File: src/rtl/perceptron_update_unit.sv
// Training side of the 64-row perceptron branch predictor: clears the weight RAMs after
// reset, then applies the perceptron rule to resolved branches and writes rows back.
module perceptron_update_unit #(
    parameter int GHR_SIZE = 12,
    parameter int HOB      = 3,
    parameter int LOB      = 5,
    parameter int THETA    = 4,
    parameter int IDX_BITS = 6
) (
    input  logic                       clk,
    input  logic                       reset,
    input  logic                       upd_valid,
    output logic                       upd_ready,
    input  logic [31:0]                upd_pc,
    input  logic                       upd_dir,
    input  logic                       upd_miss,
    input  logic [GHR_SIZE-1:0]        upd_ghr,
    input  logic signed [6:0]          upd_sum,
    output logic [IDX_BITS-1:0]        rd_addr,
    input  logic [HOB*GHR_SIZE-1:0]    rd_hob,
    input  logic [LOB*GHR_SIZE-1:0]    rd_lob,
    output logic                       wr_en,
    output logic [IDX_BITS-1:0]        wr_addr,
    output logic [HOB*GHR_SIZE-1:0]    wr_hob,
    output logic [LOB*GHR_SIZE-1:0]    wr_lob,
    output logic [31:0]                train_count,
    output logic [31:0]                skip_count
);

    localparam int W     = HOB + LOB;
    localparam int SUM_W = 7;
    localparam int HW    = HOB * GHR_SIZE;
    localparam int LW    = LOB * GHR_SIZE;

    localparam logic signed [W-1:0]   W_MAX    = {1'b0, {(W-1){1'b1}}};
    localparam logic signed [W-1:0]   W_MIN    = {1'b1, {(W-1){1'b0}}};
    localparam logic signed [W-1:0]   W_ONE    = {{(W-1){1'b0}}, 1'b1};
    localparam logic [SUM_W:0]        THETA_V  = THETA[SUM_W:0];
    localparam logic [IDX_BITS-1:0]   LAST_IDX = {IDX_BITS{1'b1}};

    // Magnitude of the signed prediction sum; one extra bit so the most negative sum fits.
    function automatic logic [SUM_W:0] sum_mag(input logic signed [SUM_W-1:0] s);
        logic signed [SUM_W:0] e;
        e = {s[SUM_W-1], s};
        sum_mag = e[SUM_W] ? $unsigned(-e) : $unsigned(e);
    endfunction

    function automatic logic signed [W-1:0] sat_step(input logic signed [W-1:0] w,
                                                     input logic              up);
        if (up) begin
            sat_step = (w == W_MAX) ? w : w + W_ONE;
        end else begin
            sat_step = (w == W_MIN) ? w : w - W_ONE;
        end
    endfunction

    // Control state
    logic                clearing_q, clearing_d;
    logic [IDX_BITS-1:0] clear_idx_q, clear_idx_d;
    logic                vld_p1_q, vld_p2_q, vld_p3_q;
    logic [31:0]         train_count_q, train_count_d;
    logic [31:0]         skip_count_q, skip_count_d;

    // Datapath state
    logic [IDX_BITS-1:0] idx_p1_q;
    logic                dir_p1_q, miss_p1_q;
    logic [GHR_SIZE-1:0] ghr_p1_q;
    logic signed [SUM_W-1:0] sum_p1_q;
    logic [IDX_BITS-1:0] waddr_p2_q, waddr_p3_q;
    logic [HW-1:0]       whob_p2_q, whob_p3_q;
    logic [LW-1:0]       wlob_p2_q, wlob_p3_q;

    logic                accept;
    logic                train_p1, skip_p1;
    logic [HW-1:0]       fwd_hob, new_hob;
    logic [LW-1:0]       fwd_lob, new_lob;
    logic                unused_pc;

    assign unused_pc = ^{upd_pc[31:IDX_BITS+2], upd_pc[1:0]};

    // Stage 0: request the row and accept the update
    assign rd_addr   = upd_pc[IDX_BITS+1:2];
    assign upd_ready = ~clearing_q & ~reset;
    assign accept    = upd_valid & upd_ready;

    always_comb begin
        clearing_d  = clearing_q;
        clear_idx_d = clear_idx_q;
        if (clearing_q) begin
            clear_idx_d = clear_idx_q + 1'b1;
            if (clear_idx_q == LAST_IDX) begin
                clearing_d = 1'b0;
            end
        end
        train_count_d = train_count_q + {31'd0, train_p1};
        skip_count_d  = skip_count_q + {31'd0, skip_p1};
    end

    always_ff @(posedge clk) begin
        if (reset) begin
            clearing_q    <= 1'b1;
            clear_idx_q   <= '0;
            vld_p1_q      <= 1'b0;
            vld_p2_q      <= 1'b0;
            vld_p3_q      <= 1'b0;
            train_count_q <= '0;
            skip_count_q  <= '0;
        end else begin
            clearing_q    <= clearing_d;
            clear_idx_q   <= clear_idx_d;
            vld_p1_q      <= accept;
            vld_p2_q      <= train_p1;
            vld_p3_q      <= vld_p2_q;
            train_count_q <= train_count_d;
            skip_count_q  <= skip_count_d;
        end
    end

    always_ff @(posedge clk) begin
        idx_p1_q  <= rd_addr;
        dir_p1_q  <= upd_dir;
        miss_p1_q <= upd_miss;
        ghr_p1_q  <= upd_ghr;
        sum_p1_q  <= upd_sum;
    end

    // Stage 1: forward in-flight writes over stale RAM data, then train the row
    assign train_p1 = vld_p1_q & (miss_p1_q | (sum_mag(sum_p1_q) <= THETA_V));
    assign skip_p1  = vld_p1_q & ~train_p1;

    always_comb begin
        fwd_hob = rd_hob;
        fwd_lob = rd_lob;
        if (vld_p2_q && (waddr_p2_q == idx_p1_q)) begin
            fwd_hob = whob_p2_q;
            fwd_lob = wlob_p2_q;
        end else if (vld_p3_q && (waddr_p3_q == idx_p1_q)) begin
            fwd_hob = whob_p3_q;
            fwd_lob = wlob_p3_q;
        end
    end

    always_comb begin
        logic signed [W-1:0] w_old;
        logic signed [W-1:0] w_new;
        w_old   = '0;
        w_new   = '0;
        new_hob = '0;
        new_lob = '0;
        for (int i = 0; i < GHR_SIZE; i++) begin
            w_old = {fwd_hob[HOB*i +: HOB], fwd_lob[LOB*i +: LOB]};
            w_new = sat_step(w_old, ghr_p1_q[i] == dir_p1_q);
            new_hob[HOB*i +: HOB] = w_new[W-1:LOB];
            new_lob[LOB*i +: LOB] = w_new[LOB-1:0];
        end
    end

    // Stage 2: write stage, plus a one-cycle-old copy for distance-2 forwarding
    always_ff @(posedge clk) begin
        waddr_p2_q <= idx_p1_q;
        whob_p2_q  <= new_hob;
        wlob_p2_q  <= new_lob;
        waddr_p3_q <= waddr_p2_q;
        whob_p3_q  <= whob_p2_q;
        wlob_p3_q  <= wlob_p2_q;
    end

    // A reset arriving with a row in the write stage must not let that write reach the RAM.
    assign wr_en   = clearing_q | (vld_p2_q & ~reset);
    assign wr_addr = clearing_q ? clear_idx_q : waddr_p2_q;
    assign wr_hob  = clearing_q ? '0 : whob_p2_q;
    assign wr_lob  = clearing_q ? '0 : wlob_p2_q;

    assign train_count = train_count_q;
    assign skip_count  = skip_count_q;

endmodule

File: config.mk
export PLATFORM = sky130hd
export DESIGN_NAME = perceptron_update_unit
export DESIGN_NICKNAME = d
export VERILOG_FILES = /design/src/rtl/perceptron_update_unit.sv
export SDC_FILE = /design/constraint.sdc
export NUM_CORES = 1
export LEC_CHECK = 0
export ABC_AREA = 1
export BUFFER_PORTS_ARGS = -buffer_cell sky130_fd_sc_hd__clkbuf_2
export CORE_MARGIN = 4
export CORE_UTILIZATION = 35
export CTS_CLUSTER_SIZE = 20
export DETAILED_ROUTE_END_ITERATION = 16
export PLACE_DENSITY = 0.63
export SYNTH_ARGS = -nofsm -noshare
export SYNTH_HDL_FRONTEND = slang
export SYNTH_SLANG_ARGS = --single-unit
File: constraint.sdc
create_clock -name clk -period 3.6 [get_ports clk]
set_clock_uncertainty 0.15 [all_clocks]
set_input_delay 0.54 -clock clk [delete_from_list [all_inputs] [get_ports clk]]
set_output_delay 0.54 -clock clk [all_outputs]
set_load 0.02 [all_outputs]
Yosys cells after proc, flatten, opt, wreduce, memory -nomap -nowiden
Cells that the tools add are included.

storage, ports and cells
  bits in registers = 305
  input port bits = 152
  output and inout port bits = 174

cells by class
  add/sub/neg operators = 28
  $lt $le $gt $ge = 1
  equality and inequality tests = 39
  multiplexer cells = 46
  bitwise logic cells = 10
  reductions and logical operators = 2

operators with widths
  cell                 count
  $mux 8               37
  $eq 8x8->1 const B   24
  $mux 60              3
  $mux 36              3
  $add 8x2->8 const B  12
  $sub 8x2->8 const B  12
  $add 32x1->32        2
  $eq 1x1->1           12
  $eq 6x6->1           2
  $le 8x3->1 const B   1
  $neg 7->8            1
  $add 6x1->6 const B  1
  $eq 6x6->1 const B   1
  $mux 6               1
  $and 1x1->1          5
  $not 1->1            3
  $logic_and 1x1->1    2
  $mux 1               2
  $or 1x1->1           2

Logic depth before layout (Yosys ltp)
Gate-level depths: netlist of the first run.

  depth in word-level cells = 8
  depth in mapped cells = 24
  gate-level depth less buffers = 24

Worst setup path before layout of the first run
No wires, ideal clock.

  path type = register to register
  from = register sum_p1_q[0]
  to = register train_count_q[24] (netlist: train_count[24])
  arrival = 3062 ps
  data required time = 3335 ps
  path slack = 274 ps
  cell stages (with the launch flop) = 25
  clock period less this slack = 3326 ps
  path through = dfxtp_1 inv_1 ha_1 or2_2 nor2_1 nand4_1 o41ai_1 inv_1 o21ai_0 nand2_1 inv_1 ha_1 ha_1 nand2_1 inv_1 nand3_1 nor2_1 nand3_1 nor2_1 nand3_1 nor2_1 nand2_1 nor2_1 a21oi_1 o21a_1

between the ends
  word-level cells in the longest chain between the ends = 6

RTL lines
  what                    line  source
  start, declared         68    logic signed [SUM_W-1:0] sum_p1_q;
  start signal, assigned  124   sum_p1_q <= upd_sum;
  $neg 7->8               45    sum_mag = e[SUM_W] ? $unsigned(-e) : $unsigned(e);
  $mux 8 (*)              45
  $le 8x3->1 (*)          128   assign train_p1 = vld_p1_q & (miss_p1_q | (sum_mag(sum_p1_q) <= THETA_V));
  $or 1x1->1 (*)          128
  $and 1x1->1 (*)         128
  named net train_p1      74    logic train_p1, skip_p1;
  $add 32x1->32 (*)       95    train_count_d = train_count_q + {31'd0, train_p1};
  end signal, assigned    114   train_count_q <= train_count_d;
  end, declared           61    logic [31:0] train_count_q, train_count_d;

Mark *: on every way through the listed nets, which the timed path passes. The rest lies on a longest branch.
A chain may end at the register's enable or synchronous reset.

Worst setup path after layout of the first run
  from = register sum_p1_q[0]
  to = register train_count_q[21] (netlist: train_count[21])

Same word-level chain as after synthesis.

==> metrics.md, run 1 <==
| Metric | Value |
|---|---|
| Final Hold Vio Count | 0 |
| Synth Instances | 2,963 |
| Row cnt | 83 |
| Slew HR | 0.309 |
| Synth top area cells | dfxtp_1, nand2_1, nand3_1 |
| Mapped cell area | 18,300 um^2 |
| Final min period | 3360 ps |
| Chip width | 237 um |
| Clock buffer depth | 3 |
| CP Class | reg2reg |
| Largest family of logic cells by synthesized area | simple AND/OR/NAND/NOR gates |
| Share of cells above drive strength 1 | 0.164 |
| Biggest area consumer among synthesized cells | dfxtp_1 |
| Mean Syn Cell Area | 6.19 um^2 |
| FF-to-FF End | train_count[21]$_SDFF_PP0_ |
| Post-synth net total | 3,157 |
| Endpoint type of the worst setup path | flop |
| Post-synth EDFFs | 0 |
| Worst Path Arrival | 3630 ps |
| Hold path start | upd_valid |
| DR vias/cell | 4.77 |
| WHS Path Cells | 2 |
| Area share of fa/ha/maj cells after synthesis | 0.0287 |
| Largest net degree at the start of global routing | 113 |
| Clock sink count | 305 |
| First-pass GRT wire length | 89,700 um |
| Critical R2R Launch | sum_p1_q[0]$_DFF_P_ |
| Worst reg-to-reg setup slack | 240 ps |
| Simple-gate share of the synthesized area | 0.454 |
| Flops & latches, synth | 305 |
| Register area share after synthesis | 0.333 |
| I/O pins | 326 |
| Worst-margin pin slew | 1040 ps |
| RePlAce Congestion | 0.907 |
| Synth cell types | 42 |
| Drt pass-1 iters | 7 |
| Final worst path period share | 0.933 |
| Full die area | 56,100 um^2 |
| Synthesis Warnings | 0 |
| Nets@finish | 3,454 |
| Wire per inst | 14.0 um |
| Worst R2R Path Depth | 20 |
| Top-count cell post-synth | nand2_1 |
| Slew Viols, Final | 0 |
| Vias | 19.0k |
| Initial antenna violation count | 1 |
| Share of the synthesized area in the top cell type | 0.333 |
| Status | finished clean |
| Compound-gate portion of the synthesized area | 0.0507 |
| Port bufs | 299 |
| Top_reg_cell synth | dfxtp_1 |
| Total CTS buffers | 38 |
| RSZ-0062 raised after global routing | true |
| GRT Util Overall | 0.190 |
| Async S/R FF share, synth | 0 |
| Final WL | 55,700 um |
| DP HPWL | 39,600 um |
| Max VDD drop | 0.330 mV |
| Placed Area | 20,400 um^2 |
| Die H | 237 um |
| Area growth syn-to-layout | 20.7% |
| Remaining DRCs | 0 |
| CP max FO | 3 |
| F_max | 298 MHz |
| Root Driver | clkbuf_16 |
| Gr ovfl total | 0 |
| Initial DRC Count | 946 |
| Fraction of synthesized cell area in xor and xnor cells | 0.0234 |
| Worst-Skew Late Latency | 540 ps |
| CTS H-tree lvls | 2 |
| Worst hold path type | in2reg |
| CORE AREA | 51,600 um^2 |
| Reg clk slew, reported paths | 60 ps |
| Multiplexer share of the synthesized area | 0 |
| Final setup vio count | 0 |
| Worst hold endpoint | vld_p1_q$_SDFF_PP0_ |
| Initial core utilization | 0.355 |
| LEAKAGE | 0.0114 uW |
| Maximum Capacitance Violations | 0 |
| Vias in the first global route | 17.4k |
| Crit start category | flop |
| Top cells by count, synth | nand2_1, nand3_1, inv_1 |
| Post-route cell area | 22,100 um^2 |
| Antenna Nets Post-Route | 0 |
| Setup Total Neg Slack | 0 ps |
| CTS tree | done |
| CP required | 3880 ps |
| Power density cells | 409 nW/um^2 |
## worst max-delay path by stage
stage                        startpoint                    endpoint  depth (start not counted)
finish              sum_p1_q[0]$_DFF_P_  train_count[21]$_SDFF_PP0_                         20
global route        sum_p1_q[0]$_DFF_P_  train_count[24]$_SDFF_PP0_                         24
CTS                 sum_p1_q[1]$_DFF_P_  train_count[24]$_SDFF_PP0_                         24
detailed placement  sum_p1_q[0]$_DFF_P_  train_count[24]$_SDFF_PP0_                         24
global placement    sum_p1_q[0]$_DFF_P_  train_count[24]$_SDFF_PP0_                         24
floorplan           sum_p1_q[0]$_DFF_P_  train_count[24]$_SDFF_PP0_                         24
## worst max-delay path, cell delays in order, from the launching register on
cell and delay (ps):
dfxtp_2 330, inv_1 40, ha_1 270, or2_2 290, nor2_1 90, nand4_1 80, o41ai_1 70, inv_1 90
o21ai_2 140, nand2_1 80, inv_1 60, ha_1 160, nand3_1 100, nor2_1 170, nand3_1 110, nor2_1 150
nand2_1 80, nor3_1 310, nand4_1 170, o21ai_1 220, a2bb2oi_1 90
## logic make-up (layout without fill, tap and decap cells)
logic type | after synthesis | count (layout)
and+or+nand+nor | 1927 | 1927
buffers and inverters | 480 | 806
DFF | 305 | 305
AOI/OAI and AO/OA | 160 | 160
xor gates and xnor gates | 49 | 49
adders and majority gates | 42 | 42
other | 0 | 1
## report_power, final
group | total (uW) | switching [uW] | internal [uW] | leakage, uW
Combinational | 1130 | 747 | 386 | 0.00817
Clock | 4070 | 1540 | 2530 | 0.000654
Sequential | 3850 | 149 | 3700 | 0.00254
## what timing repair did
item / in CTS / in global routing
endpoints found under the hold margin: 27 / 0
gates resized for setup: 0 / 22
setup buffers: 0 / 1
endpoints found under the setup margin: 0 / 21
hold buffers: 27 / 0
## stage by stage
| stage | setup slack, ps | power [uW] | instances | util | hold slack (ps) |
|---|---|---|---|---|---|
| 5_1_grt | -18.4 | 9510 | 3970 | 0.429 | 74.3 |
| 3_3_place_gp | 88.3 | 5020 | 3872 | 0.396 | 183 |
| 6_report | 243 | 9050 | 3970 | 0.429 | 103 |
| 4_1_cts | 15.8 | 9190 | 3968 | 0.427 | 57.5 |
| 3_5_place_dp | 59.5 | 5020 | 3872 | 0.396 | 186 |
| 2_1_floorplan | 274 | 4690 | 2963 | - | 181 |
## layout by cell type (no fill, tap or decap), drive strengths merged
cell,count
clkinvlp,2
or2,5
a31oi,2
diode,1
nor2,316
o21a,4
a211oi,2
xnor2,18
dlygate4sd3,27
nor3,34
nand3,483
o221ai,1
a31o,1
clkbuf,350
a21oi,52
xor2,31
nand3b,4
nor4,3
o22ai,1
dfxtp,305
clkinv,8
ha,42
o211ai,1
nand4,31
a2bb2oi,1
nor3b,8
buf,23
and3,4
o31ai,1
inv,390
bufinv,6
nand2,1039
o41ai,1
o21ai,93
## sequential cells by signal, summed over array words and instances (netlist names), 6 cells and up
name,count
idx_p1_q,6
waddr_p2_q,6
whob_p2_q,36
waddr_p3_q,6
wlob_p3_q,60
ghr_p1_q,12
whob_p3_q,36
skip_count,32
clear_idx_q,6
sum_p1_q,7
train_count,32
wlob_p2_q,60
## per-layer routing
metal	up-vias	global-route usage	part of all wire
met1	8577	0.249	0.46
met4	0	0.0541	0.024
met5	-	0	0
li1	9903	-	-
met2	404	0.328	0.47
met3	72	0.0267	0.045
## final cells by class
class / count / area [um^2]
clock buffer: 51 / 1070
tap: 680 / 851
antenna: 1 / 2.50
inverter: 388 / 1460
sequential: 305 / 6110
fill: 5545 / 29500
multi-input combinational: 2178 / 10300
timing repair buffer: 349 / 2080
clock inverter: 18 / 264
Power figures use the tool's default switching activity.
==> inputs of run 2 (changes only) <==
--- a/config.mk
+++ b/config.mk
@@ -9,6 +9,7 @@
 export BUFFER_PORTS_ARGS = -buffer_cell sky130_fd_sc_hd__clkbuf_2
 export CORE_MARGIN = 4
 export CORE_UTILIZATION = 35
+export CTS_BUF_LIST = sky130_fd_sc_hd__clkbuf_16
 export CTS_CLUSTER_SIZE = 20
 export DETAILED_ROUTE_END_ITERATION = 16
 export PLACE_DENSITY = 0.63
==> run 2 against run 1 <==
Worst hold slack worse by 2.2 ps; flip-flop and latch count unchanged; non-clock buffer count stayed put; via count grew 0.10%; design area is 0.32% lower; global-route usage barely moved; critical endpoint is now train_count[29]$_SDFF_PP0_; largest power group unchanged.
==> metrics.md, run 2 (synthesized netlist as in run 1, its figures left out) <==
| Metric | Value |
|---|---|
| Status | finished clean |
| Row cnt | 83 |
| Share of cells above drive strength 1 | 0.161 |
| Root Driver | clkbuf_16 |
| DP HPWL | 39,600 um |
| Final WL | 55,600 um |
| Initial core utilization | 0.355 |
| Fin cells | 3,970 |
| Final setup vio count | 0 |
| Maximum Capacitance Violations | 0 |
| Die H | 237 um |
| CP max FO | 3 |
| Setup Total Neg Slack | 0 ps |
| Endpoint type of the worst setup path | flop |
| Commonest non-fill, non-tap cell in the layout | nand2_1 |
| Top delay family on crit path | simple AND/OR/NAND/NOR gates |
| Worst-margin pin slew | 1010 ps |
| Slew HR | 0.324 |
| Chip width | 237 um |
| Max VDD drop | 0.331 mV |
| Reg clk slew, reported paths | 60 ps |
| First-pass GRT wire length | 89,500 um |
| Drt pass-1 iters | 5 |
| CP peak stage delay | 350 ps |
| Initial DRC Count | 929 |
| Final worst path period share | 0.938 |
| Final WS setup | 224 ps |
| Worst-Skew Late Latency | 550 ps |
| CP bufs+invs | 4 |
| Slew Viols, Final | 0 |
| Full die area | 56,100 um^2 |
| DR vias/cell | 4.78 |
| Final min period | 3380 ps |
| Initial antenna violation count | 1 |
| CP dominant cell by count | inv_1 |
| I/O pins | 326 |
| Final Hold Vio Count | 0 |
| CP Class | reg2reg |
| CTS H-tree lvls | 2 |
| Largest regs | wlob_p2_q x60, wlob_p3_q x60 |
| CORE AREA | 51,600 um^2 |
| RePlAce Congestion | 0.907 |
| LEAKAGE | 0.0114 uW |
| Clock sink count | 305 |
| Placed Area | 20,400 um^2 |
| Vias in the first global route | 17.3k |
| Nets@finish | 3,454 |
| Port bufs | 299 |
| DP Cell Count | 3,872 |
| Post-place setup slack | 59.5 ps |
| Gr ovfl total | 0 |
| Clock buffer depth | 3 |
| Worst hold path type | in2reg |
| CP required | 3870 ps |
| F_max | 296 MHz |
| Crit start category | flop |
| Total CTS buffers | 38 |
| Largest net degree at the start of global routing | 113 |
| Vias | 19.0k |
| Critical-path cell list | inv_1 -> ha_1 -> or2_2 -> nor2_1 -> nand4_1 -> o41ai_1 -> inv_1 -> o21ai_2 -> nand2_1 -> inv_1 -> ha_1 -> nand3_1 -> nor2_1 -> nand3_1 -> inv_1 -> nand3_1 -> nor2_2 -> nand2_1 -> nor2_1 -> nand4_1 -> nor3b_1 |
| Power density cells | 403 nW/um^2 |
| Area growth syn-to-layout | 20.3% |
| Remaining DRCs | 0 |
| Slowest library cell on the worst path | dfxtp_1 |
| Post-route cell area | 22,000 um^2 |
| Most frequent cells in the layout | nand2_1, nand3_1, inv_1 |
| Wire per inst | 14.0 um |
| Antenna Nets Post-Route | 0 |
| CTS tree | done |
| Worst Path Arrival | 3640 ps |
| GRT Util Overall | 0.190 |
run 2: cell count changes in the layout (fill, tap and decap cells not counted), moves of 2 or more:
cell / previous run / this run
dfxtp_1: 302 / 304
inv_1: 365 / 372
clkbuf_8: 7 / 0
dfxtp_2: 2 / 0
clkbuf_1: 6 / 0
clkinv_1: 0 / 7
run 2: cell type report:
| type | count | area, um^2 |
|---|---|---|
| Timing Repair Buffer | 349 | 2080 |
| Tap cell | 680 | 851 |
| Fill cell | 5558 | 29600 |
| Antenna cell | 1 | 2.50 |
| Clock inverter | 31 | 313 |
| Inverter | 388 | 1460 |
| Clock buffer | 38 | 951 |
| Multi-Input combinational cell | 2178 | 10300 |
| Sequential cell | 305 | 6110 |
run 2: where the power goes:
part	leakage (uW)	switching [uW]	total [uW]	internal, uW
registers	0.00254	148	3850	3700
clock network	0.000640	1540	3900	2360
logic	0.00817	746	1130	386
total	0.0114	2440	8880	6450
run 2: per-stage QoR:
stage	power (uW)	hold WS (ps)	util
6_report	8880	101	0.427
4_1_cts	9010	56.2	0.426
3_5_place_dp	5020	186	0.396
2_1_floorplan	4690	181	-
5_1_grt	9340	72.8	0.427
3_3_place_gp	5020	183	0.396
run 2: timing repair:
| item | CTS | global route |
|---|---|---|
| hold buffers | 27 | 0 |
| setup endpoints to repair | 0 | 21 |
| endpoints found under the hold margin | 27 | 0 |
| gates resized for setup | 0 | 19 |
| buffers inserted | 0 | 1 |
run 2: worst paths after layout:
path	startpoint	endpoint	slack [ps]	cells after the start
max reg2reg	sum_p1_q[0]$_DFF_P_	train_count[29]$_SDFF_PP0_	220	21
min reg2reg	whob_p2_q[35]$_DFF_P_	whob_p3_q[35]$_DFF_P_	200	0
min	upd_valid	vld_p1_q$_SDFF_PP0_	100	2
max	sum_p1_q[0]$_DFF_P_	train_count[29]$_SDFF_PP0_	220	21
run 2: per-layer routing:
| metal | track usage | wire, um |
|---|---|---|
| met5 | 0 | 0 |
| met4 | 0.0506 | 1180 |
| met3 | 0.0266 | 2550 |
| met2 | 0.329 | 26400 |
| met1 | 0.249 | 25500 |
==> inputs of run 3 (changes only) <==
--- a/config.mk
+++ b/config.mk
@@ -12,7 +12,8 @@
 export CTS_BUF_LIST = sky130_fd_sc_hd__clkbuf_16
 export CTS_CLUSTER_SIZE = 20
 export DETAILED_ROUTE_END_ITERATION = 16
-export PLACE_DENSITY = 0.63
+export GPL_TIMING_DRIVEN = 1
+export PLACE_DENSITY = 0.65
 export SYNTH_ARGS = -nofsm -noshare
 export SYNTH_HDL_FRONTEND = slang
 export SYNTH_SLANG_ARGS = --single-unit
==> constraint.sdc (replaced) <==
create_clock -name clk -period 2.98 [get_ports clk]
set_clock_uncertainty 0.15 [all_clocks]
set_input_delay 0.447 -clock clk [delete_from_list [all_inputs] [get_ports clk]]
set_output_delay 0.447 -clock clk [all_outputs]
set_load 0.02 [all_outputs]
==> run 3 against run 2 <==
The run now ends with setup timing left; die area unchanged; non-clock buffer count up 101; cell count up 2.5%; global-route usage up 0.36 points; maximum frequency up 8.5%; first-iteration DRC count up 30%; worst hold slack better by 44 ps; critical path depth up 3; via count up 3.1%; power up 19%; worst setup slack worse by 350 ps; sequential share of layout area down 1.5 points.
==> metrics.md, run 3 (synthesized netlist as in run 1, its figures left out) <==
| Metric | Value |
|---|---|
| Status | complete, but fails checks |
| Failing checks | setup timing |
| Worst hold path type | in2reg |
| Full die area | 56,100 um^2 |
| Filler instances | 5,325 |
| Hold_ws | 144 ps |
| Final worst path period share | 1.04 |
| I/O pins | 326 |
| Wire per inst | 14.4 um |
| Area growth syn-to-layout | 27.2% |
| Busiest grt layer | met2 |
| Final WL | 58,700 um |
| NetSw | 3000 uW |
| Row cnt | 83 |
| Initial core utilization | 0.355 |
| Hold path start | reset |
| Die H | 237 um |
| CP required | 3280 ps |
| Endpoint type of the worst setup path | flop |
| Met3 Usage GRT | 0.0278 |
| Clock sink count | 305 |
| Switching Fraction | 0.284 |
| Chip width | 237 um |
| CTS tree | done |
| Nets@finish | 3,555 |
| Comb pwr share | 0.139 |
| Initial antenna violation count | 3 |
| Crit path from | sum_p1_q[1]$_DFF_P_ |
| CP max FO | 3 |
| F_max | 321 MHz |
| DR vias/cell | 4.81 |
| CORE AREA | 51,600 um^2 |
| Drt pass-1 iters | 8 |
| RePlAce Congestion | 0.909 |
| Final min period | 3110 ps |
| Largest regs | wlob_p2_q x60, wlob_p3_q x60 |
| Most frequent cells in the layout | nand2_1, nand3_1, inv_1 |
| GRT Util Overall | 0.194 |
| Antenna Nets Post-Route | 0 |
| Remaining DRCs | 0 |
| Initial DRC Count | 1,207 |
| Total CTS buffers | 38 |
| Post-place setup slack | -318 ps |
| Commonest non-fill, non-tap cell in the layout | nand2_1 |
| Gr ovfl total | 0 |
| Sequential share of power | 0.440 |
| Crit start category | flop |
| Clock buffer depth | 3 |
| Largest net degree at the start of global routing | 63 |
| Power density cells | 454 nW/um^2 |
| Final Hold Vio Count | 0 |
| Final WS setup | -131 ps |
| CP Class | reg2reg |
| Vias in the first global route | 17.6k |
| Critical R2R Launch | sum_p1_q[1]$_DFF_P_ |
| Reg clk slew, reported paths | 60 ps |
| Worst Path Arrival | 3410 ps |
| Port bufs | 299 |
| RSZ-0062 raised after global routing | true |
| Grt met2 use | 0.322 |
| CTS H-tree lvls | 2 |
| Slew Viols, Final | 0 |
| DP HPWL | 41,300 um |
| First-pass GRT wire length | 90,900 um |
| Share of cells above drive strength 1 | 0.213 |
| M1 GR Usage | 0.260 |
| Vias | 19.6k |
| Clk pwr share | 0.421 |
| Max VDD drop | 0.324 mV |
| Pint | 7580 uW |
| Final Util | 0.452 |
| Maximum Capacitance Violations | 0 |
| Worst-Skew Late Latency | 550 ps |
| Worst-margin pin slew | 885 ps |
| Slew HR | 0.409 |
| Final setup vio count | 11 |
| Root Driver | clkbuf_16 |
| LEAKAGE | 0.0119 uW |
-- run 3: cell count changes in the layout (fill, tap and decap cells not counted), sizes merged --
cell | before | now
clkbuf | 337 | 340
clkinv | 15 | 14
inv | 396 | 400
dlygate4sd3 | 27 | 28
clkinvlp | 2 | 1
buf | 23 | 120
diode | 1 | 2
bufinv | 6 | 3
-- run 3: area by class of cell --
cell class / instances / area [um^2] / area share
antenna: 2 / 5.00 / 0.000215
clock buffer: 38 / 951 / 0.0408
clock inverter: 30 / 224 / 0.00960
inverter: 388 / 1460 / 0.0627
multi-input combinational: 2178 / 10800 / 0.461
sequential: 305 / 6110 / 0.262
tap: 680 / 851 / 0.0365
timing repair buffer: 450 / 2960 / 0.127
-- run 3: power groups by stage --
stage	clock (uW)	sequential [uW]	combinational, uW
floorplan	0	4690	976
global placement	0	4730	1380
detailed placement	0	4740	1380
CTS	4590	4660	1420
global route	4750	4700	1670
finish	4450	4660	1470
-- run 3: path summary, 6_finish.rpt --
check,depth (start not counted),end,slack [ps]
worst max-delay path,24,train_count[24]$_SDFF_PP0_,-130
worst min-delay path,2,clear_idx_q[0]$_SDFFE_PP0P_,140
worst max register to register,24,train_count[24]$_SDFF_PP0_,-130
worst min register to register,0,wlob_p3_q[53]$_DFF_P_,200
-- run 3: per-stage QoR --
step                      area [um^2]  TNS, ps  power [uW]  std cells
after global routing            23300    -5970       11100       4071
after CTS                       22700     -411       10700       4045
final                           23300     -485       10600       4071
after detailed placement        21100    -3650        6120       3941
after global placement          21100    -2950        6110       3941
after floorplan                 18400     -368        5660       2963
-- run 3: critical path: stages, from the launching register on --
cell	delay (ps)
dfxtp_2	330
inv_2	40
ha_4	220
or2_4	250
nor2_1	80
nand4_1	90
o41ai_2	60
inv_1	80
o21ai_2	160
nand2_2	70
inv_2	60
ha_4	150
ha_4	130
nand2_2	40
inv_2	80
nand3_4	100
nor2_4	100
nand3_2	90
nor2_4	160
nand3_4	90
nor2_4	110
nand2_2	80
nor2_4	120
a21oi_2	60
o21a_1	110
-- run 3: repair_timing --
| item | CTS | global route |
|---|---|---|
| hold endpoints to repair | 28 | 0 |
| setup buffers | 9 | 23 |
| pin swaps | 27 | 27 |
| gates cloned | 0 | 3 |
| hold buffers | 28 | 0 |
| endpoints found under the setup margin | 27 | 123 |
| gates resized for setup | 40 | 101 |
-- run 3: layer usage --
layer	wire length [um]	up-vias	share of wire
li1	-	10100	-
met4	1610	2	0.027
met2	27500	466	0.47
met5	12	-	0.00020
met1	26800	8870	0.46
met3	2700	92	0.046
